**src/rtl/mux8_rr_arbiter.sv**
```systemverilog
// Round-robin arbiter for the shared 8:1 mux. It grants one requester at a time,
// drives the mux select lines, and uses a hold timeout to bound each tenure.
module mux8_rr_arbiter #(
    parameter int NREQ     = 8,
    parameter int SELW     = 3,
    parameter int MAX_HOLD = 4,
    parameter int CNTW     = 4
) (
    input  logic            clk,
    input  logic            rst_n,
    input  logic [NREQ-1:0] req,
    input  logic            done,
    output logic [NREQ-1:0] grant,
    output logic [SELW-1:0] select,
    output logic            busy,
    output logic            preempt
);

    typedef enum logic {IDLE, GRANT} state_t;

    state_t          state, state_nxt;
    logic [SELW-1:0] ptr, ptr_nxt;
    logic [CNTW-1:0] hold_cnt, hold_cnt_nxt;
    logic [NREQ-1:0] grant_nxt;
    logic [SELW-1:0] select_nxt;
    logic            preempt_nxt;

    logic            found;
    logic [SELW-1:0] winner;
    logic [SELW-1:0] idx;
    logic            timeout;
    logic            release_now;

    // Search starts just past the last winner, so the last winner ranks lowest.
    always_comb begin
        found  = 1'b0;
        winner = '0;
        idx    = '0;
        for (int i = 1; i <= NREQ; i++) begin
            idx = ptr + SELW'(i);
            if (!found && req[idx]) begin
                found  = 1'b1;
                winner = idx;
            end
        end
    end

    assign timeout     = (MAX_HOLD != 0) && (hold_cnt == CNTW'(MAX_HOLD));
    assign release_now = done || !req[select] || timeout;

    always_comb begin
        state_nxt    = state;
        ptr_nxt      = ptr;
        hold_cnt_nxt = hold_cnt;
        grant_nxt    = grant;
        select_nxt   = select;
        preempt_nxt  = 1'b0;
        case (state)
            IDLE: begin
                if (found) begin
                    state_nxt    = GRANT;
                    ptr_nxt      = winner;
                    hold_cnt_nxt = CNTW'(1);
                    grant_nxt    = NREQ'(1) << winner;
                    select_nxt   = winner;
                end
            end
            GRANT: begin
                if (release_now) begin
                    preempt_nxt = timeout && !done && req[select];
                    if (found) begin
                        ptr_nxt      = winner;
                        hold_cnt_nxt = CNTW'(1);
                        grant_nxt    = NREQ'(1) << winner;
                        select_nxt   = winner;
                    end else begin
                        state_nxt    = IDLE;
                        hold_cnt_nxt = '0;
                        grant_nxt    = '0;
                    end
                end else if (hold_cnt != {CNTW{1'b1}}) begin
                    hold_cnt_nxt = hold_cnt + CNTW'(1);
                end
            end
            default: begin
                state_nxt = IDLE;
                grant_nxt = '0;
            end
        endcase
    end

    always_ff @(posedge clk) begin
        if (!rst_n) begin
            state    <= IDLE;
            ptr      <= SELW'(NREQ - 1);
            hold_cnt <= '0;
            grant    <= '0;
            select   <= '0;
            preempt  <= 1'b0;
        end else begin
            state    <= state_nxt;
            ptr      <= ptr_nxt;
            hold_cnt <= hold_cnt_nxt;
            grant    <= grant_nxt;
            select   <= select_nxt;
            preempt  <= preempt_nxt;
        end
    end

    assign busy = (state == GRANT);

endmodule

```
**config.mk**
```make
export PLATFORM = sky130hd
export DESIGN_NAME = mux8_rr_arbiter
export DESIGN_NICKNAME = d
export VERILOG_FILES = /design/src/rtl/mux8_rr_arbiter.sv
export SDC_FILE = /design/constraint.sdc
export NUM_CORES = 1
export LEC_CHECK = 0
export BUFFER_PORTS_ARGS = -buffer_cell sky130_fd_sc_hd__buf_2
export CAP_MARGIN = 15
export CORE_MARGIN = 1.5
export CORE_UTILIZATION = 30
export DETAILED_ROUTE_END_ITERATION = 10
export PLACE_DENSITY_LB_ADDON = 0.2
export SYNTH_ARGS = -nofsm -noshare
export SYNTH_HDL_FRONTEND = slang
export SYNTH_SLANG_ARGS = --single-unit
export TNS_END_PERCENT = 20
```
**constraint.sdc**
```tcl
create_clock -name clk -period 5.7 [get_ports clk]
set_input_delay 1.14 -clock clk [delete_from_list [all_inputs] [get_ports clk]]
set_output_delay 1.14 -clock clk [all_outputs]
set_load 0.01 [all_outputs]
```
== Yosys cells after proc, flatten, opt, wreduce, memory -nomap -nowiden ==
Cells that the tools add are included.

* Bits in registers: 20
* Logic and storage cells: 105
* Input port bits: 11

* Bitwise operators: 1
* Magnitude comparators: 9
* Reductions and logical operators: 23
* Equal/unequal tests: 5
* Add/sub/neg operators: 8
* Muxes and demuxes: 52
* Shift-type cells: 1

{| class="wikitable"
|+ Operator list
! kind !! count
|-
| 3-bit by 4-bit < comparator with 1-bit output (second input constant) || 9
|-
| 3-bit two-way mux || 12
|-
| 1-bit binary-select mux with 3-bit select || 9
|-
| 8-bit two-way mux || 3
|-
| 1-bit two-way mux || 20
|-
| 8-bit case mux with 2 select lines || 1
|-
| 3-bit adder (second input constant) || 4
|-
| 4-bit two-way mux || 3
|-
| 3-bit case mux with 2 select lines || 2
|-
| 1-bit logical AND || 9
|-
| 1-bit zero test || 9
|-
| 4-bit case mux with 2 select lines || 1
|-
| 1-bit by 3-bit left shift with 8-bit output (first input constant) || 1
|-
| 3-bit by 2-bit adder with 3-bit output (second input constant) || 2
|-
| 4-bit by 1-bit adder with 4-bit output (second input constant) || 1
|-
| 4-bit by 3-bit equality test with 1-bit output (second input constant) || 1
|-
| 4-bit inequality test (second input constant) || 1
|-
| 2-bit AND reduction || 2
|-
| 3-bit by 1-bit adder with 3-bit output (second input constant) || 1
|-
| 3-bit by 1-bit inequality test with 1-bit output (second input constant) || 1
|-
| 3-bit AND reduction || 1
|-
| 1-bit logical OR || 2
|-
| 2-bit by 1-bit inequality test with 1-bit output (second input constant) || 1
|-
| 2-bit inequality test (second input constant) || 1
|-
| other kinds (2) || 2
|}

== Logic depth before layout (Yosys ltp) ==
* Depth in word-level cells: 29
* Depth in mapped cells: 13
* Depth with buffers taken out: 10

== Least setup slack after synthesis ==
OpenSTA, ideal clock, no wires.

* Path type: flip-flop to flip-flop
* From: reg ptr[0]
* To: reg grant[7]
* Library setup time: 117 ps
* Path slack: 2218 ps
* Stages on the path, launching flop included: 14
* Arrival: 3364 ps
* Path through: dfxtp_1 > buf_4 > buf_1 > inv_1 > ha_1 > buf_4 > mux2_2 > nor3_1 > a221oi_4 > mux2_2 > a31o_1 > a221oi_4 > inv_2 > a32o_1

* Longest elaborated chain between the ends: 29

{| class="wikitable"
|+ Ends and longest elaborated chain
! item !! line !! text
|-
| from (decl) || 22 || <nowiki>logic [SELW-1:0] ptr, ptr_nxt;</nowiki>
|-
| from (signal assigned) || 95 || <nowiki>ptr <= SELW'(NREQ - 1);</nowiki>
|-
| from (signal assigned) || 102 || <nowiki>ptr <= ptr_nxt;</nowiki>
|-
| 3-bit by 1-bit adder with 3-bit output || 40 || <nowiki>idx = ptr + SELW'(i);</nowiki>
|-
| 1-bit binary-select mux with 3-bit select || 41 || <nowiki>if (!found && req[idx]) begin</nowiki>
|-
| 1-bit two-way mux (implied by the code) || 41 ||
|-
| 1-bit two-way mux || 41 ||
|-
| 1-bit zero test || 41 ||
|-
| 1-bit logical AND || 41 ||
|-
| 1-bit two-way mux || 41 ||
|-
| 1-bit zero test || 41 ||
|-
| (+13 left out) || n/a ||
|-
| 1-bit two-way mux || 41 ||
|-
| 1-bit zero test || 41 ||
|-
| 1-bit logical AND || 41 ||
|-
| 3-bit two-way mux || 41 ||
|-
| 1-bit by 3-bit left shift with 8-bit output || 64, 74 ||
|-
| 8-bit two-way mux || 71 || <nowiki>if (found) begin</nowiki>
|-
| 8-bit two-way mux || 69 || <nowiki>if (release_now) begin</nowiki>
|-
| 8-bit case mux with 2 select lines || 58 || <nowiki>case (state)</nowiki>
|-
| to (signal assigned) || 104 || <nowiki>grant <= grant_nxt;</nowiki>
|-
| to (decl) || 13 || <nowiki>output logic [NREQ-1:0] grant,</nowiki>
|}

Several ways; a longest one is shown, not always the timed one. The select of a mux whose other input is x is not followed.
A chain may end at the register's enable or synchronous reset.

== Worst setup path in the final report ==
* From: reg ptr[0]
* To: reg grant[6]

The elaborated chain is that of the path after synthesis.

==> results.yml <==
logic_synthesis:
  netlist_area_um2: 1678
  yosys_warnings: 0
  ys_ff_latch: 20
  synth_top_family_by_area: "compound AO/OA/AOI/OAI gates"
  synth_mux_area_frac: 0.2237
  synth.net_count: 189
  synth-compound-area-share: 0.2506
  synth_xor_xnor_area_share: 0.03057
  ys_seq_area_frac: 0.2386
  synth_edf_count: 0
  synth_cell_types: 61
  synth_area_leaders: "dfxtp_1 24%, mux4_2 11%, mux2_2 5.4%"
  synthCells: 174
  synthSimpleGateAreaFrac: 0.1924
  synthFlopType: "dfxtp_1"
  yosys-top-cells-count: "20 x dfxtp_1, 15 x nand2_1, 13 x a21oi_1"
  synth.top_cell.area_share: 0.2386
  synth.avg_cell_area_um2: 9.643
  async_flop_share: 0
  synth_adder_area_share: 0.02983
  yosys.area.top_type: "dfxtp_1"
  synth_most_common_cell: "dfxtp_1"
final_layout:
  nets: 213
  drive_gt1_frac: 0.3096
  n_antenna_cell: 0
  syn_to_final_growth_pct: 14.09
  postLayoutCellArea_um2: 1914
clock_network:
  max-clock-path-buffers: 2
  clock_latency_ps: 260
  cts_buffers: 3
  ctsHoldBuffers: 0
  cts_max_level: 1
  post-cts-setup-buffers: 0
  cts_tree: "yes"
  root_buffer: "clkbuf_8"
  cts.clk_slew.worst_paths_ps: 70
  clock-sinks: 20
  ctsResizeCount: 0
power:
  power.internal_uw: 662.1
  comb_power_share: 0.742
  seqPwrFrac: 0.176
  p_clk_frac: 0.081
  powerDensity_nw_per_um2: 681.3
  power_switching_uw: 642.2
  p_sw_frac: 0.4924
  power_leakage_nw: 0.7790
  vdd_drop_max_uv: 207.4
  power_mw: 1.304
place:
  gp_congestion: 0.7808
  io_buffers: 23
  dp_hpwl_mm: 3.095
  place_area_um2: 1859
grt:
  grt_pass1_vias: 1400
  overflow: 0
  grt_max_degree: 13
  grt_pass1_wl_mm: 6.796
  grtUsageTotal: 0.1383
  antenna_found_initial: 0
floorplan:
  dieArea_um2: 6051
  die_h_um: 77.79
  row_count: 27
  fp.coreArea_um2: 5439
  die_w_um: 77.79
  io_pins: 24
  start_util: 0.3085
run_status:
  status: "completed"
sta:
  tns_ps: 0
  fin_crit_ps: 3835
  final-max-slew-violation-count: 0
  worst_pin_slew_ps: 559.5
  whs_ps: 466.2
  fin_crit_sh: 0.6728
  setup_viol: 0
  finalHoldViolCount: 0
  skew_ps: 3.205
  fmax_mhz: 260.8
  rsz0062_at_grt: "no"
  slew_headroom: 0.6265
critical_path:
  cp_data_arrival_time_ps: 3990
  crit_required_ps: 5850
  critPathKind: "flop to flop"
  critPathLaunchType: "flop"
  crit_fanout: 11
  critPathCaptureType: "flop"
route:
  via_per_inst: 5.528
  drt_iter0_markers: 92
  first_pass_iters: 4
  route.detailed.drc: 0
  ant_nets: 0
  wl_mm: 3.897
  vias: 1487
  wl_per_cell_um: 14.49
min_path:
  hp-class: "flop to flop"
job:
  drv_cap: 0
sequential cells by signal, summed over array words and instances, names as in the netlist:
signal,count
busy,1
grant,8
hold_cnt,4
preempt,1
ptr,3
select,3
layer usage:
metal / track usage / share of wire / wire length, um
met1: 0.1755 / 0.44 / 1726
met2: 0.2487 / 0.52 / 2032
met3: 0.01059 / 0.026 / 101
met4: 0.03818 / 0.0095 / 37
met5: 0 / 0 / 0
placed cells by master (no fill, tap or decap), drive strengths merged, types with 2 or more instances in the layout:
cell type  netlist  layout
nand2b           2       2
nor3             5       5
nor3b            2       2
and2             4       4
nor2b            2       2
o21ai            6       6
a221oi           3       3
dfxtp           20      20
inv              6       6
mux2             9       9
a32o             7       7
ha               4       4
nor2             8       8
a31o             2       2
xor2             4       4
or2              2       2
clkbuf           0       4
nand3            7       7
o22ai            2       2
a21boi           2       2
o21ba            2       2
buf              5      24
a21oi           14      14
mux2i            9       9
nand2           16      16
nand4            2       2
mux4             8       8
a22o             2       2
o21a             2       2
power by group through the flow:
stage	sequential, mW	combinational (mW)	clock [mW]
after floorplan	0.210	0.813	0
after global placement	0.235	0.977	0
after detailed placement	0.234	0.968	0
after CTS	0.230	0.972	0.111
after global routing	0.238	1.09	0.116
final	0.230	0.968	0.106
logic make-up (layout without fill, tap and decap cells):
kind of cell	count (synthesis)	after routing
buf+inv	12	35
simple gates	57	57
mux	26	26
compound gates	50	50
flops	20	20
xor+xnor	5	5
fa+ha+maj	4	4
worst paths after layout:
path,from,to,slack (ps),depth (start not counted)
max,ptr[0],grant[6],1860,11
min,grant[1],grant[1],470,1
max reg2reg,ptr[0],grant[6],1860,11
min reg2reg,grant[1],grant[1],470,1
metrics by stage:
stage                       util  setup slack (ps)  cells
final                     0.3520              1865    269
after CTS                 0.3520              1878    269
after global routing      0.3520              1575    269
after floorplan                -              2218    174
after global placement    0.3418              1868    265
after detailed placement  0.3418              1889    265
area by class of cell:
class / count / area, um^2
repair buffers: 24 / 122.6
inverters: 7 / 26.28
flip-flops and latches: 20 / 400.4
well taps: 72 / 90.09
fillers: 552 / 3525
multi-input cells: 142 / 1220
clock buffers: 4 / 55.05
worst max-delay path, stage by stage, from the launching register on:
cell	delay (ps)
dfxtp_1	550
buf_4	300
inv_1	60
ha_1	610
mux4_2	640
mux2i_2	350
nand2_2	130
nor2_4	190
nand3_1	220
nand3_1	200
o21ba_1	210
a32o_1	270
Note: power is estimated with default switching activity, not from simulation.
